$ cat src/rtl/instr_pkg.sv
// Shared definitions for the instruction queue: word format and issue FSM states.
package instr_pkg;

  // Default instruction word width and field positions (op/rx/ry/data).
  localparam int unsigned InstrWidth = 23;

  localparam int unsigned OpMsb   = 22;
  localparam int unsigned OpLsb   = 21;
  localparam int unsigned RxMsb   = 20;
  localparam int unsigned RxLsb   = 17;
  localparam int unsigned RyMsb   = 16;
  localparam int unsigned RyLsb   = 13;
  localparam int unsigned DataMsb = 12;
  localparam int unsigned DataLsb = 0;

  // Packed view of one instruction word; field order matches the bit positions above.
  typedef struct packed {
    logic [OpMsb-OpLsb:0]     op;
    logic [RxMsb-RxLsb:0]     rx;
    logic [RyMsb-RyLsb:0]     ry;
    logic [DataMsb-DataLsb:0] data;
  } instr_t;

  // Issue FSM states.
  typedef enum logic [1:0] {
    StIdle = 2'd0,
    StRun  = 2'd1,
    StDone = 2'd2
  } state_e;

endpackage

$ cat src/rtl/sync_fifo.sv
// First-word-fall-through FIFO: storage array, wrapping pointers and occupancy counter.
module sync_fifo #(
  parameter int unsigned Width = 23,
  parameter int unsigned Depth = 8
) (
  input  logic                     clk_i,
  input  logic                     reset_i,
  input  logic                     push_i,
  input  logic [Width-1:0]         wdata_i,
  input  logic                     pop_i,
  output logic [Width-1:0]         rdata_o,
  output logic                     full_o,
  output logic                     empty_o,
  output logic [$clog2(Depth):0]   level_o
);

  localparam int unsigned PtrW   = $clog2(Depth);
  localparam int unsigned LevelW = PtrW + 1;

  logic [Width-1:0]  mem_q [Depth];
  logic [PtrW-1:0]   wr_ptr_q, wr_ptr_d;
  logic [PtrW-1:0]   rd_ptr_q, rd_ptr_d;
  logic [LevelW-1:0] level_q, level_d;

  // Next-state for pointers and occupancy; Depth is a power of two so pointers wrap naturally.
  always_comb begin
    wr_ptr_d = wr_ptr_q;
    rd_ptr_d = rd_ptr_q;
    level_d  = level_q;
    if (push_i) wr_ptr_d = wr_ptr_q + PtrW'(1);
    if (pop_i)  rd_ptr_d = rd_ptr_q + PtrW'(1);
    unique case ({push_i, pop_i})
      2'b10:   level_d = level_q + LevelW'(1);
      2'b01:   level_d = level_q - LevelW'(1);
      default: level_d = level_q;
    endcase
  end

  // Pointer and level registers with synchronous reset.
  always_ff @(posedge clk_i) begin
    if (reset_i) begin
      wr_ptr_q <= '0;
      rd_ptr_q <= '0;
      level_q  <= '0;
    end else begin
      wr_ptr_q <= wr_ptr_d;
      rd_ptr_q <= rd_ptr_d;
      level_q  <= level_d;
    end
  end

  // Storage array; contents are not cleared on reset, the pointers make them unreachable.
  always_ff @(posedge clk_i) begin
    if (push_i) mem_q[wr_ptr_q] <= wdata_i;
  end

  // Flags and head word, all derived from registered state.
  always_comb begin
    full_o  = (level_q == LevelW'(Depth));
    empty_o = (level_q == '0);
    level_o = level_q;
    rdata_o = empty_o ? '0 : mem_q[rd_ptr_q];
  end

endmodule

$ cat src/rtl/instr_queue.sv
// Instruction queue: program-load FIFO plus an issue FSM handing words to the processor.
module instr_queue
  import instr_pkg::*;
#(
  parameter int unsigned WIDTH = InstrWidth,
  parameter int unsigned DEPTH = 8
) (
  input  logic                   clk,
  input  logic                   reset,
  input  logic                   write,
  input  logic [WIDTH-1:0]       program_in,
  input  logic                   start,
  output logic [WIDTH-1:0]       instr_out,
  output logic                   instr_valid,
  input  logic                   instr_ready,
  output logic                   full,
  output logic                   empty,
  output logic [$clog2(DEPTH):0] level,
  output logic                   overflow,
  output logic                   busy
);

  localparam int unsigned LevelW = $clog2(DEPTH) + 1;

  state_e state_q;
  logic   busy_q;
  logic   overflow_q;
  logic   push, pop;

  sync_fifo #(
    .Width (WIDTH),
    .Depth (DEPTH)
  ) u_fifo (
    .clk_i   (clk),
    .reset_i (reset),
    .push_i  (push),
    .wdata_i (program_in),
    .pop_i   (pop),
    .rdata_o (instr_out),
    .full_o  (full),
    .empty_o (empty),
    .level_o (level)
  );

  // Handshake: a pop frees a slot, so a write while full is still accepted in that cycle.
  always_comb begin
    instr_valid = (state_q == StRun) && !empty;
    pop         = instr_valid && instr_ready;
    push        = write && (!full || pop);
    busy        = busy_q;
    overflow    = overflow_q;
  end

  // Issue FSM with busy registered alongside the state.
  always_ff @(posedge clk) begin
    if (reset) begin
      state_q <= StIdle;
      busy_q  <= 1'b0;
    end else begin
      unique case (state_q)
        StIdle: begin
          if (start && !empty) begin
            state_q <= StRun;
            busy_q  <= 1'b1;
          end
        end
        StRun: begin
          // Last word leaves with nothing arriving behind it.
          if (pop && !push && (level == LevelW'(1))) begin
            state_q <= StDone;
            busy_q  <= 1'b0;
          end
        end
        StDone: begin
          // Wait for start to drop so a held start cannot restart issue.
          if (!start) state_q <= StIdle;
        end
        default: begin
          state_q <= StIdle;
          busy_q  <= 1'b0;
        end
      endcase
    end
  end

  // Sticky overflow: a write dropped because the queue was full with no pop.
  always_ff @(posedge clk) begin
    if (reset) begin
      overflow_q <= 1'b0;
    end else if (write && full && !pop) begin
      overflow_q <= 1'b1;
    end
  end

endmodule

$ cat config.mk
export PLATFORM = sky130hd
export DESIGN_NAME = instr_queue
export DESIGN_NICKNAME = d
export VERILOG_FILES = /design/src/rtl/instr_pkg.sv /design/src/rtl/sync_fifo.sv /design/src/rtl/instr_queue.sv
export SDC_FILE = /design/constraint.sdc
export NUM_CORES = 1
export LEC_CHECK = 0
export BUFFER_PORTS_ARGS = -buffer_cell sky130_fd_sc_hd__buf_4
export CORE_MARGIN = 3
export CORE_UTILIZATION = 45
export DETAILED_ROUTE_END_ITERATION = 16
export GPL_TIMING_DRIVEN = 0
export HOLD_SLACK_MARGIN = 0.06
export SETUP_SLACK_MARGIN = 0.1
export SLEW_MARGIN = 20
export SYNTH_ARGS = -nofsm -noshare
export SYNTH_HDL_FRONTEND = slang
export SYNTH_SLANG_ARGS = --single-unit
$ cat constraint.sdc
create_clock -name clk -period 8.8 [get_ports clk]
set_input_delay 0.44 -clock clk [delete_from_list [all_inputs] [get_ports clk]]
set_output_delay 0.44 -clock clk [all_outputs]
set_load 0.1 [all_outputs]
**Yosys cells after proc, flatten, opt, wreduce, memory -nomap -nowiden**

Memories as Yosys holds them, arrays and structs flattened. A register that Yosys moved wholly into a read port is not among the register bits.
Cells that the tools add are included.

- Add/sub/neg operators: 4
- $mul: 0
- Divide/modulo/power cells: 0
- Magnitude comparators: 0
- Eq/ne operators: 9
- Shift-type cells: 0
- Multiplexer cells: 13
- Bitwise logic cells: 1
- Reductions and logical operators: 18

Operators with widths:

| cell | number |
|---|---|
| two-way mux 23 bit | 1 |
| logical AND 1 bit | 8 |
| case mux 4 bit (2 select lines) | 1 |
| adder 3 x 1 -> 3 bit, second input constant | 2 |
| two-way mux 2 bit | 3 |
| two-way mux 3 bit | 2 |
| case mux 2 bit (3 select lines) | 1 |
| AND reduction 3 bit | 2 |
| adder 4 x 1 -> 4 bit, second input constant | 1 |
| equality test 2 x 1 -> 1 bit, second input constant | 2 |
| equality test 2 bit, second input constant | 2 |
| equality test 4 x 1 -> 1 bit, second input constant | 1 |
| equality test 4 bit, second input constant | 1 |
| logical NOT 1 bit | 4 |
| logical NOT 4 bit | 1 |
| two-way mux 1 bit | 4 |
| inequality test 2 bit, second input constant | 2 |
| subtractor 4 x 1 -> 4 bit, second input constant | 1 |
| case mux 1 bit (3 select lines) | 1 |
| logical NOT 2 bit | 1 |
| inequality test 2 x 1 -> 1 bit, second input constant | 1 |
| nonzero test 2 bit | 1 |
| logical OR 1 bit | 1 |
| NOT 1 bit | 1 |

- Register bits after elaboration: 14
- Bits in latches: 0
- Memory bits (writable): 184
- Bits in read-only memories: 0
- Input port bits: 28
- Output and inout port bits: 32
- Word-level logic and storage cells: 52
- Memories kept: 1

Memory list:

| name | depth | width | rd ports | clocked after memory_dff | wr ports | line | text |
|---|---|---|---|---|---|---|---|
| u_fifo.mem_q | 8 | 23 | 1 | 1 | 1 | sync_fifo.sv:20 | `logic [Width-1:0] mem_q [Depth];` |

**Longest topological paths before layout**

Gate-level depths: netlist of the first run.

- Depth after elaboration: 11
- Mapped depth: 10
- Mapped depth without buffers: 9

**Cells and area by module**

From an unflattened synthesis of the first run, not the netlist that was laid out.

- Cells, all modules: 384
- Area total of the unflattened synthesis: 7910.1 um2

By module, submodules not included:

| module | times used | cells an instance | area an instance (um2) | sequential area each (um2) |
|---|---|---|---|---|
| sync_fifo | 1 | 362 | 7672.4 | 5785.5 |
| instr_queue | 1 | 22 | 237.7 | 80.1 |

**Least setup slack after synthesis of the first run**

Ideal clock, no wire load.

- Path type: register to register
- From: register u_fifo.level_q[1] (netlist: u_fifo.level_o[1])
- To: memory u_fifo.mem_q[2][0], enable pin
- Setup time: 461 ps
- Arrival: 4818 ps
- Required time: 8339 ps
- Path slack: 3521 ps
- Stages on the path, launching flop included: 7
- Buffers on the path: 1
- Period minus slack after synthesis: 5279 ps
- Path through: dfxtp_1 -> inv_1 -> ha_1 -> and3b_1 -> clkbuf_1 -> and2_1 -> nor4_1

- Elaborated cells on any way between the ends: 10
- Those cells by class: 1 x eq/ne; 2 x mux; 7 x reduce/logical

RTL lines:

| item | line | text |
|---|---|---|
| from (decl) | sync_fifo.sv:23 | `logic [LevelW-1:0] level_q, level_d;` |
| from (signal assigned) | sync_fifo.sv:48 | `level_q <= level_d;` |
| equality test 4 bit | sync_fifo.sv:59 | `full_o = (level_q == LevelW'(Depth));` |
| named net full | instr_queue.sv:16 | `output logic full,` |
| logical NOT 1 bit | instr_queue.sv:49 | `push = write && (!full \|\| pop);` |
| logical OR 1 bit | instr_queue.sv:49 |  |
| logical AND 1 bit | instr_queue.sv:49 |  |
| two-way mux 1 bit | sync_fifo.sv:54 | `if (push_i) mem_q[wr_ptr_q] <= wdata_i;` |
| two-way mux 1 bit (not written as such) | sync_fifo.sv:54 |  |
| to (decl) | sync_fifo.sv:20 |  |

The timed path passes the listed nets, and every way through them passes these cells.

**Worst setup path after layout of the first run**

- From: register u_fifo.level_q[0] (netlist: u_fifo.level_o[0])
- To: output instr_out[2]

- Longest elaborated chain between the ends: 2

Ends and longest elaborated chain:

| item | line | text |
|---|---|---|
| logical NOT 4 bit | sync_fifo.sv:60 | `empty_o = (level_q == '0);` |
| two-way mux 23 bit | sync_fifo.sv:62 | `rdata_o = empty_o ? '0 : mem_q[rd_ptr_q];` |
| to (decl) | instr_queue.sv:13 | `output logic [WIDTH-1:0] instr_out,` |

No other way between the ends.

==> results of run 1 <==
[cell usage after synthesis, types with 3 or more instances]
cell / number
sky130_fd_sc_hd__buf_6: 6
sky130_fd_sc_hd__clkbuf_1: 4
sky130_fd_sc_hd__nand3b_1: 3
sky130_fd_sc_hd__ha_1: 6
sky130_fd_sc_hd__mux2_2: 4
sky130_fd_sc_hd__edfxtp_1: 184
sky130_fd_sc_hd__a21oi_1: 8
sky130_fd_sc_hd__buf_2: 6
sky130_fd_sc_hd__nand2_1: 3
sky130_fd_sc_hd__mux4_2: 46
sky130_fd_sc_hd__nor2_1: 11
sky130_fd_sc_hd__a22o_1: 23
sky130_fd_sc_hd__nand3_1: 3
sky130_fd_sc_hd__dfxtp_1: 17
sky130_fd_sc_hd__inv_1: 3
sky130_fd_sc_hd__nor2b_1: 5
sky130_fd_sc_hd__nor3_1: 4
sky130_fd_sc_hd__o21ai_0: 4
[metrics by stage]
stage               hold WS [ns]  instances
finish                     0.190        711
global route               0.166        711
CTS                        0.171        711
detailed placement         0.475        674
global placement           0.455        649
floorplan                  0.472        370
[worst max path at each step]
| stage | end | cells after the start | slack (ns) | from |
|---|---|---|---|---|
| 3_5_place_dp | u_fifo.mem_q[4][14] | 8 | 5.97 | u_fifo.level_o[0] |
| 5_1_grt | instr_out[2] | 8 | 5.34 | u_fifo.level_o[0] |
| 4_1_cts | instr_out[10] | 8 | 5.46 | u_fifo.level_o[0] |
| 2_1_floorplan | u_fifo.mem_q[2][0] | 6 | 3.52 | u_fifo.level_o[1] |
| 3_3_place_gp | u_fifo.mem_q[2][14] | 6 | 2.47 | u_fifo.level_o[0] |
| 6_report | instr_out[2] | 8 | 5.49 | u_fifo.level_o[0] |
[layout make-up]
type                            instances  area, µm²
Inverter                                4       15.0
Sequential cell                       201       5870
Multi-Input combinational cell        147       1840
Tap cell                              220        275
Clock inverter                          7        110
Buffer                                 18        128
Clock buffer                           30        579
Fill cell                            1296       7270
Timing Repair Buffer                   84        678
[kinds of logic (layout without fill, tap and decap cells)]
| group | after synthesis | after routing |
|---|---|---|
| xor+xnor | 2 | 2 |
| flops | 201 | 201 |
| buf+inv | 22 | 143 |
| simple gates | 47 | 47 |
| compound gates | 40 | 40 |
| fa+ha+maj | 6 | 6 |
| mux | 52 | 52 |
[where the power goes]
part | internal, W | switching (W)
Clock | 0.000545 | 0.000334
Combinational | 0.0000913 | 0.000252
Sequential | 0.00107 | 0.0000108
[layer usage]
metal,track usage,wire [µm]
met1,0.252,7020
met2,0.259,7130
met3,0.0292,877
met4,0.0432,245
met5,0,0
[sequential cells by signal, indices dropped and copies added, names as in the netlist, named ones only]
| register | cells |
|---|---|
| busy | 1 |
| overflow | 1 |
| state_q | 2 |
| u_fifo.level_o | 4 |
| u_fifo.mem_q | 184 |
| u_fifo.rd_ptr_q | 3 |
| u_fifo.wr_ptr_q | 3 |
==> impl_results.rst, run 1 <==
.. list-table::
   :header-rows: 1

   * - Metric
     - Value
   * - Result of the run
     - finished clean
   * - Path type of the worst setup path
     - reg -> out
   * - Main area contributors after synthesis
     - sky130_fd_sc_hd__edfxtp_1 (71%), sky130_fd_sc_hd__mux4_2 (13%), sky130_fd_sc_hd__dfxtp_1 (4.4%)
   * - Num CTS Buffers
     - 21
   * - Final Skew
     - ~0.0085 ns
   * - Highest achievable clock rate
     - just over 300 MHz
   * - Number of nets with antenna violations after routing
     - 0
   * - Number of core rows
     - between 40 and 50
   * - Post-Synth Simple-Gate Area
     - 0.0371
   * - Clock Path Buffers
     - 3
   * - Overall routed net length
     - between 15000 and 20000 µm
   * - Least setup slack across all paths after layout
     - between 5 and 6 ns
   * - Worst path max stage delay
     - ~0.46 ns
   * - Post-synth design cell area
     - around 7800 µm²
   * - Share of post-route cells with drive strength above 1
     - 0.391
   * - Per-cell via count in the routed design
     - approximately 5.5
   * - Global-route wire length before repair
     - ~24000 µm
   * - Total track usage
     - 0.168
   * - Number of global-route vias before repair
     - around 4000
   * - Commonest cells after routing, fill and taps aside
     - sky130_fd_sc_hd__edfxtp_1 (184), sky130_fd_sc_hd__buf_4 (71), sky130_fd_sc_hd__mux4_2 (46)
   * - Overflow after GRT
     - 0
   * - Crit Reg-Reg Endpoint
     - u_fifo.mem_q[4][8]
   * - Tot Pwr
     - ~0.0023 W
   * - Number of cells produced by synthesis
     - 370
   * - Number of endpoints failing setup at the final stage
     - 0
   * - Cell area reported after detailed placement
     - ~8800 µm²
   * - DRC errors left
     - 0
   * - Largest fanout on the critical path
     - 10
   * - Root cell of the clock tree
     - sky130_fd_sc_hd__clkbuf_16
   * - Core Box Area
     - approximately 17000 µm²
   * - Sum of buffers and inverters on the critical path
     - 4
   * - Multiplexer share of the synthesized area
     - 0.141
   * - Synth Net Count
     - just over 400
   * - TNS Setup
     - 0 ns
   * - Post-cts resize count
     - 0
   * - Pin count of the biggest net entering global routing
     - 18
   * - Reg2reg path depth
     - 8
   * - Register-to-Register Setup Slack
     - 6.02 ns
   * - Cell class contributing the biggest share of worst-path delay
     - buffers and inverters
   * - First-pass detailed-route iteration total
     - 4
   * - Clock latency on the worst-skew pair
     - 0.48 ns
   * - Worst setup slack before clock tree synthesis
     - around 6.0 ns
   * - Commonest non-fill, non-tap cell in the layout
     - sky130_fd_sc_hd__edfxtp_1
   * - Startpoint of the most critical register-to-register path
     - u_fifo.level_o[0]
   * - Area of the die
     - around 19000 µm²
   * - Clock tree from TritonCTS
     - built
   * - Area of all placed cells without fillers
     - roughly 9500 µm²
   * - Data arrival time at the worst-slack endpoint
     - between 2 and 3 ns
   * - Period utilization
     - 0.376
   * - Effective utilization at floorplan
     - 0.465
   * - GPL Wtd Cong
     - approximately 0.75
   * - Data required time of the worst path
     - around 8.4 ns
   * - Final-stage net count
     - just over 500
   * - Number of distinct library cells after synthesis
     - 40
   * - Combinational family with the most area after synthesis
     - multiplexers
   * - Maxcap violations
     - 0
   * - Max-slew violation count
     - 0
   * - Share of the synthesized area in compound gates (AO/OA/AOI/OAI)
     - 0.0392
   * - Setup repair after global routing missed its margin
     - false
   * - Initial antenna violation count
     - 0
   * - Cell breakdown of the critical path
     - inv_1 > ha_1 > or3b_4 > inv_2 > nor2_1 > buf_2 > a22o_1 > buf_4
   * - Type of the most critical hold path
     - in -> reg
   * - Final Core Density
     - 0.566
   * - Crit-path slowest cell
     - sky130_fd_sc_hd__dfxtp_1
   * - P&R area growth vs syn
     - 21.7%
   * - DR WL/cell
     - about 21 µm
   * - Post-synth top area cell
     - sky130_fd_sc_hd__edfxtp_1
   * - Worst-Margin Slew
     - 0.770 ns
   * - Die extent in x
     - 138 µm
   * - Flops & latches, synth
     - 201
   * - Post-CTS Hold Buffers
     - 0
   * - Post-synthesis share of cell area spent on full adders, half adders and majority gates
     - 0.00963
   * - Register clock-pin slew on the reported worst setup and hold paths
     - approximately 0.06 ns
   * - Mean Syn Cell Area
     - approximately 21 µm²
   * - Dominant synthesized flop cell
     - sky130_fd_sc_hd__edfxtp_1
   * - Area fraction of the dominant cell type after synthesis
     - 0.709
   * - IO Pins
     - 60
   * - Terminating pin of the worst hold path
     - u_fifo.mem_q[3][11]
   * - Number of violations reported at the end of detailed-routing iteration 0
     - around 290
   * - Number of post-CTS setup repair buffers
     - 0
   * - Hold Path Cell Cnt
     - 1
   * - Nature of the critical path startpoint
     - flop
   * - Worst-case vdd ir drop
     - approximately 0.12 mV
   * - Startpoint of the tightest hold check path
     - program_in[11]
   * - Post-synthesis sequential area ratio
     - 0.752
   * - Static leakage power
     - around 3.2 nW
   * - Async set or reset register ratio after synthesis
     - 0
   * - Ratio of total power to cell area
     - around 240 nW/µm²
   * - Headroom to the max-slew limit
     - 0.487
   * - Count of H-tree levels built during CTS
     - 1
   * - Final HPWL from detailed placement
     - about 10000 µm
   * - XOR/XNOR share of the synthesized area
     - 0.00225
   * - Sinks on Clock Net
     - 201
   * - Final period demand of the worst path
     - roughly 3.3 ns
   * - Endpoints failing hold
     - 0
   * - Antenna diodes
     - 0
   * - Setup crit end kind
     - output port
   * - Die H
     - 138 µm
   * - Number of synthesized flops with an enable pin
     - 184
   * - Vias after detailed routing
     - a little under 4000
   * - Input/output buffers
     - 59
   * - Number of warning messages in the yosys log
     - 0
(Power assumes the default switching activity.)
==> run 2, diff against run 1 <==
==> constraint.sdc (replaced) <==
create_clock -name clk -period 3.3 [get_ports clk]
set_input_delay 0.165 -clock clk [delete_from_list [all_inputs] [get_ports clk]]
set_output_delay 0.165 -clock clk [all_outputs]
set_load 0.1 [all_outputs]
==> run 2 against run 1 <==
Net effect:
- die area unchanged
- first-iteration DRC count increased by 5.9%
- wire length increased by 1.3%
- flip-flop and latch count unchanged
- largest cell class unchanged
- largest power group unchanged
==> impl_results.rst, run 2 (synthesis gave the netlist of run 1 again) <==
.. list-table::
   :header-rows: 1

   * - Metric
     - Value
   * - Input/output buffers
     - 59 (unchanged)
   * - Register area
     - 5870 µm² (about the same)
   * - Final period demand of the worst path
     - 2.98 ns
   * - Final Core Density
     - 0.581 (was 0.566)
   * - Global-route wire length before repair
     - 23700 µm (was 23500 µm)
   * - Clock latency on the worst-skew pair
     - 0.49 ns (was 0.48 ns)
   * - DRC errors left
     - 0 (unchanged)
   * - Number of nets with antenna violations after routing
     - 0 (unchanged)
   * - Number of violations reported at the end of detailed-routing iteration 0
     - 306 (was 289)
   * - Pin count of the biggest net entering global routing
     - 16 (was 18)
   * - Commonest cells after routing, fill and taps aside
     - sky130_fd_sc_hd__edfxtp_1 (184), sky130_fd_sc_hd__buf_4 (61), sky130_fd_sc_hd__mux4_2 (46) (was sky130_fd_sc_hd__edfxtp_1 (184), sky130_fd_sc_hd__buf_4 (71), sky130_fd_sc_hd__mux4_2 (46))
   * - Worst-case vdd ir drop
     - 0.454 mV (was 0.120 mV)
   * - P&R area growth vs syn
     - 24.8% (was 21.7%)
   * - Cell breakdown of the critical path
     - inv_1 > ha_1 > or3b_4 > inv_2 > nor2_1 > buf_2 > a22o_1 > buf_4 (unchanged)
   * - Number of global-route vias before repair
     - 4089 (was 4044)
   * - Data required time of the worst path
     - 3.13 ns (was 8.36 ns)
   * - Register clock-pin slew on the reported worst setup and hold paths
     - 0.06 ns (about the same)
   * - Highest achievable clock rate
     - 336 MHz
   * - Num CTS Buffers
     - 21 (unchanged)
   * - Number of core rows
     - 47 (unchanged)
   * - Initial antenna violation count
     - 0 (unchanged)
   * - Setup repair after global routing missed its margin
     - false (unchanged)
   * - Endpoints failing hold
     - 0 (unchanged)
   * - Number of endpoints failing setup at the final stage
     - 0 (unchanged)
   * - Effective utilization at floorplan
     - 0.465 (unchanged)
   * - Share of post-route cells with drive strength above 1
     - 0.374 (was 0.391)
   * - Setup crit end kind
     - output port (unchanged)
   * - Area of the die
     - 18900 µm² (unchanged)
   * - Clock Path Buffers
     - 3 (unchanged)
   * - Worst-Margin Slew
     - 0.746 ns (was 0.770 ns)
   * - Overflow after GRT
     - 0 (unchanged)
   * - GPL Wtd Cong
     - 0.733 (was 0.746)
   * - Core Box Area
     - 16800 µm² (unchanged)
   * - Vias after detailed routing
     - 3970 (was 3909)
   * - Nature of the critical path startpoint
     - flop (unchanged)
   * - Sinks on Clock Net
     - 201 (unchanged)
   * - Largest fanout on the critical path
     - 10 (unchanged)
   * - Total track usage
     - 0.168 (about the same)
   * - Area taken by multi-input logic gates
     - 1880 µm² (was 1840 µm²)
   * - Final Skew
     - 0.0102 ns (was 0.00850 ns)
   * - Die extent in x
     - 138 µm (unchanged)
   * - Headroom to the max-slew limit
     - 0.502 (was 0.487)
   * - Root cell of the clock tree
     - sky130_fd_sc_hd__clkbuf_16 (unchanged)
   * - IO Pins
     - 60 (unchanged)
   * - DR WL/cell
     - 21.3 µm (was 21.5 µm)
   * - Count of H-tree levels built during CTS
     - 1 (unchanged)
   * - Post-cts resize count
     - 0 (unchanged)
   * - Filler Cells Inserted
     - 1282 (was 1296)
   * - Final-stage net count
     - 526 (was 511)
   * - Crit-path slowest cell
     - sky130_fd_sc_hd__dfxtp_2 (was sky130_fd_sc_hd__dfxtp_1)
   * - Maxcap violations
     - 0 (unchanged)
   * - Clock tree from TritonCTS
     - built (unchanged)
   * - Result of the run
     - finished clean (unchanged)
   * - Final HPWL from detailed placement
     - 9770 µm (was 10100 µm)
   * - Largest register FFs
     - 184 (unchanged)
   * - Commonest non-fill, non-tap cell in the layout
     - sky130_fd_sc_hd__edfxtp_1 (unchanged)
   * - Worst path max stage delay
     - 0.40 ns (was 0.46 ns)
   * - TNS Setup
     - 0 ns (unchanged)
   * - Data arrival time at the worst-slack endpoint
     - 2.81 ns (was 2.87 ns)
   * - Antenna diodes
     - 0 (unchanged)
   * - Period utilization
     - 0.903
   * - Die H
     - 138 µm (unchanged)
   * - Static leakage power
     - 3.29 nW (was 3.24 nW)
   * - First-pass detailed-route iteration total
     - 4 (unchanged)
   * - Ratio of total power to cell area
     - 618 nW/µm² (was 243 nW/µm²)
   * - Max-slew violation count
     - 0 (unchanged)
   * - Type of the most critical hold path
     - in -> reg (unchanged)
   * - Path type of the worst setup path
     - reg -> out (unchanged)
   * - Overall routed net length
     - 15500 µm (was 15300 µm)
   * - Per-cell via count in the routed design
     - 5.47 (was 5.50)
   * - Largest register by flop count
     - u_fifo.mem_q (unchanged)
[run 2: path summary, 6_finish.rpt]
kind	startpoint	end	slack, ns	cells past startpoint
max	u_fifo.level_o[0]	instr_out[15]	0.32	8
min	reset	u_fifo.wr_ptr_q[2]	0.08	3
max reg2reg	u_fifo.level_o[0]	u_fifo.mem_q[4][2]	0.68	8
min reg2reg	overflow	overflow	0.49	2
[run 2: power breakdown]
group          leakage (nW)  total (W)  switching, W  internal [W]
clock network         0.317    0.00218      0.000901       0.00128
registers              1.81    0.00288     0.0000313       0.00285
logic                  1.16   0.000949      0.000682      0.000267
total                  3.29    0.00601       0.00161       0.00440
[run 2: final cells by class]
| cell class | count | area share |
|---|---|---|
| clock buffers | 31 | 0.0630 |
| flip-flops and latches | 201 | 0.603 |
| clock inverters | 6 | 0.00309 |
| repair buffers | 99 | 0.0939 |
| well taps | 220 | 0.0283 |
| multi-input cells | 147 | 0.193 |
| inverters | 4 | 0.00154 |
| plain buffers | 18 | 0.0132 |
[run 2: timing repair]
item	in CTS	in global routing
endpoints found under the setup margin	0	0
endpoints found under the hold margin	187	0
hold buffers	25	0
buffers inserted	0	0
[run 2: layer usage]
metal,share of wire,GRT usage
met2,0.49,0.273
met4,0.014,0.0405
met5,0,0
met3,0.057,0.0289
met1,0.44,0.241
[run 2: through the flow]
| step | cell area, µm² | hold slack, ns | setup WS [ns] | power [W] | cells |
|---|---|---|---|---|---|
| floorplan | 7890 | 0.264 | 0.108 | 0.00361 | 370 |
| global placement | 8610 | 0.396 | 0.0492 | 0.00383 | 649 |
| detailed placement | 8840 | 0.400 | 0.669 | 0.00387 | 664 |
| CTS | 9730 | 0.0638 | 0.279 | 0.00606 | 726 |
| global route | 9730 | 0.0908 | 0.210 | 0.00620 | 726 |
| finish | 9730 | 0.0778 | 0.320 | 0.00601 | 726 |
[run 2: critical path: cells and delay by family, from the launching register on]
family | cells | cell delay [ns]
AO/OA/AOI/OAI | 1 | 0.23
adder cells (fa/ha/maj) | 1 | 0.21
buffers and inverters | 4 | 0.82
flip-flops | 1 | 0.40
AND/OR/NAND/NOR | 2 | 0.65
==> run 3, diff against run 2 <==
==> constraint.sdc (replaced) <==
create_clock -name clk -period 3.4 [get_ports clk]
set_input_delay 0.17 -clock clk [delete_from_list [all_inputs] [get_ports clk]]
set_output_delay 0.17 -clock clk [all_outputs]
set_load 0.1 [all_outputs]
==> run 3 against run 2 <==
Net effect:
- worst hold slack lost 0.0056 ns
- flip-flop and latch count is the same
- core utilization rose by 0.082 points
- setup slack gained 0.063 ns
- wire length decreased by 0.22%
- largest power group unchanged
- sequential share of layout area shrank 0.14 points
- cell count is the same
- die area unchanged
- first-iteration DRC count down 25%
- critical path depth unchanged
- combinational power is 3.3% lower
- power down 2.7%
==> impl_results.rst, run 3 (synthesis gave the netlist of run 1 again) <==
.. list-table::
   :header-rows: 1

   * - Metric
     - Value
   * - Result of the run
     - finished clean (unchanged)
   * - Maxcap violations
     - 0 (unchanged)
   * - Post-cts resize count
     - 0 (unchanged)
   * - Path type of the worst setup path
     - reg -> out (unchanged)
   * - Sinks on Clock Net
     - 201 (unchanged)
   * - Endpoints failing hold
     - 0 (unchanged)
   * - Number of violations reported at the end of detailed-routing iteration 0
     - 229 (was 306)
   * - Number of post-CTS setup repair buffers
     - 0 (unchanged)
   * - Clock latency on the worst-skew pair
     - 0.49 ns (about the same)
   * - Cell total after placement
     - 665 (was 664)
   * - Initial antenna violation count
     - 0 (unchanged)
   * - Type of the most critical hold path
     - in -> reg (unchanged)
   * - Commonest cells after routing, fill and taps aside
     - sky130_fd_sc_hd__edfxtp_1 (184), sky130_fd_sc_hd__buf_4 (60), sky130_fd_sc_hd__mux4_2 (46) (was sky130_fd_sc_hd__edfxtp_1 (184), sky130_fd_sc_hd__buf_4 (61), sky130_fd_sc_hd__mux4_2 (46))
   * - Static leakage power
     - 3.28 nW (was 3.29 nW)
   * - Num CTS Buffers
     - 21 (unchanged)
   * - Per-cell via count in the routed design
     - 5.47 (about the same)
   * - DR WL/cell
     - 21.3 µm (about the same)
   * - Number of core rows
     - 47 (unchanged)
   * - Headroom to the max-slew limit
     - 0.496 (was 0.502)
   * - Nature of the critical path startpoint
     - flop (unchanged)
   * - Setup repair after global routing missed its margin
     - false (unchanged)
   * - Largest register by flop count
     - u_fifo.mem_q (unchanged)
   * - Worst path max stage delay
     - 0.42 ns (was 0.40 ns)
   * - Worst-Margin Slew
     - 0.756 ns (was 0.746 ns)
   * - Highest achievable clock rate
     - ~330 MHz
   * - Data arrival time at the worst-slack endpoint
     - 2.85 ns (was 2.81 ns)
   * - DRC errors left
     - 0 (unchanged)
   * - Data required time of the worst path
     - 3.23 ns (was 3.13 ns)
   * - GPL Wtd Cong
     - 0.731 (was 0.733)
   * - Cell area reported after detailed placement
     - 8840 µm² (about the same)
   * - Final Skew
     - 0.0161 ns (was 0.0102 ns)
   * - Number of global-route vias before repair
     - 4195 (was 4089)
   * - Final period demand of the worst path
     - between 3 and 4 ns
   * - P&R area growth vs syn
     - 25.0% (was 24.8%)
   * - Sum of buffers and inverters on the critical path
     - 4 (unchanged)
   * - Total track usage
     - 0.171 (was 0.168)
   * - Setup crit end kind
     - output port (unchanged)
   * - Max-slew violation count
     - 0 (unchanged)
   * - Input/output buffers
     - 59 (unchanged)
   * - Final-stage net count
     - 527 (was 526)
   * - Root cell of the clock tree
     - sky130_fd_sc_hd__clkbuf_16 (unchanged)
   * - Antenna diodes
     - 0 (unchanged)
   * - Number of nets with antenna violations after routing
     - 0 (unchanged)
   * - Crit-path slowest cell
     - sky130_fd_sc_hd__nor2_1 (was sky130_fd_sc_hd__dfxtp_2)
   * - Overall routed net length
     - 15400 µm (was 15500 µm)
   * - TNS Setup
     - 0 ns (unchanged)
   * - Area of all placed cells without fillers
     - 9750 µm² (was 9730 µm²)
   * - Largest fanout on the critical path
     - 10 (unchanged)
   * - Global-route wire length before repair
     - 24000 µm (was 23700 µm)
   * - Clock tree from TritonCTS
     - built (unchanged)
   * - Pin count of the biggest net entering global routing
     - 20 (was 16)
   * - Final HPWL from detailed placement
     - 9960 µm (was 9770 µm)
   * - Period utilization
     - 0.887
   * - Count of H-tree levels built during CTS
     - 1 (unchanged)
   * - Effective utilization at floorplan
     - 0.465 (unchanged)
   * - First-pass detailed-route iteration total
     - 4 (unchanged)
   * - Area of the die
     - 18900 µm² (unchanged)
   * - Largest register FFs
     - 184 (unchanged)
   * - Number of endpoints failing setup at the final stage
     - 0 (unchanged)
   * - Final standard cell count with taps included and fillers excluded
     - 726 (unchanged)
   * - Register clock-pin slew on the reported worst setup and hold paths
     - 0.06 ns (about the same)
   * - Share of post-route cells with drive strength above 1
     - 0.370 (was 0.374)
   * - Ratio of total power to cell area
     - 600 nW/µm² (was 618 nW/µm²)
   * - Die extent in x
     - 138 µm (unchanged)
   * - IO Pins
     - 60 (unchanged)
   * - Core Box Area
     - 16800 µm² (unchanged)
   * - Vias after detailed routing
     - 3972 (was 3970)
   * - Overflow after GRT
     - 0 (unchanged)
   * - Cell breakdown of the critical path
     - inv_1 > ha_1 > or3b_4 > inv_2 > nor2_1 > buf_2 > a22o_1 > buf_4 (unchanged)
   * - Commonest non-fill, non-tap cell in the layout
     - sky130_fd_sc_hd__edfxtp_1 (unchanged)
   * - Worst-case vdd ir drop
     - 0.344 mV (was 0.454 mV)
   * - Die H
     - 138 µm (unchanged)
   * - Clock Path Buffers
     - 3 (unchanged)
   * - Cell class contributing the biggest share of worst-path delay
     - buffers and inverters (unchanged)
==> run 3: cell type report <==
cell class	count	area, µm²
clock inverter	8	68.8
sequential	201	5870
clock buffer	28	582
tap	220	275
inverter	4	15.0
timing repair buffer	100	925
fill	1260	7010
buffer	18	129
multi-input combinational	147	1880
==> run 3: final timing paths <==
check / startpoint / to / slack [ns] / cells after the start
max: u_fifo.level_o[0] / instr_out[21] / 0.38 / 8
min: reset / u_fifo.wr_ptr_q[2] / 0.07 / 3
max reg2reg: u_fifo.level_o[0] / u_fifo.mem_q[2][10] / 0.85 / 9
min reg2reg: overflow / overflow / 0.49 / 2
==> run 3: routing by layer <==
layer  global-route usage  vias to the layer above  part of all wire
li1                     -                     1792                 -
met1                0.248                     2082              0.45
met2                0.277                       80              0.49
met3               0.0263                       18             0.043
met4               0.0416                        0             0.015
met5                    0                        -                 0
==> run 3: metrics by stage <==
step           hold WS [ns]   util  setup slack, ns  power (W)
6_report             0.0722  0.581            0.384    0.00585
5_1_grt              0.0864  0.581            0.258    0.00605
4_1_cts              0.0609  0.581            0.353    0.00591
3_5_place_dp          0.404  0.528            0.795    0.00375
3_3_place_gp          0.400  0.513            0.161    0.00372
2_1_floorplan         0.269      -            0.104    0.00351
==> run 3: worst min-delay path: cells and delay by family <==
family | cells | cell delay [ns]
buffers and inverters | 1 | 0.12
multiplexers | 1 | 0.14
AND/OR/NAND/NOR | 1 | 0.10
==> run 3: where the power goes <==
| group | total, W | switching [W] | internal (W) |
|---|---|---|---|
| registers | 0.00280 | 0.0000298 | 0.00277 |
| logic | 0.000918 | 0.000661 | 0.000257 |
| clock network | 0.00213 | 0.000862 | 0.00127 |
==> run 3: timing repair <==
| item | CTS | global route |
|---|---|---|
| hold buffers | 25 | 0 |
| setup endpoints to repair | 0 | 0 |
| hold endpoints to repair | 187 | 0 |
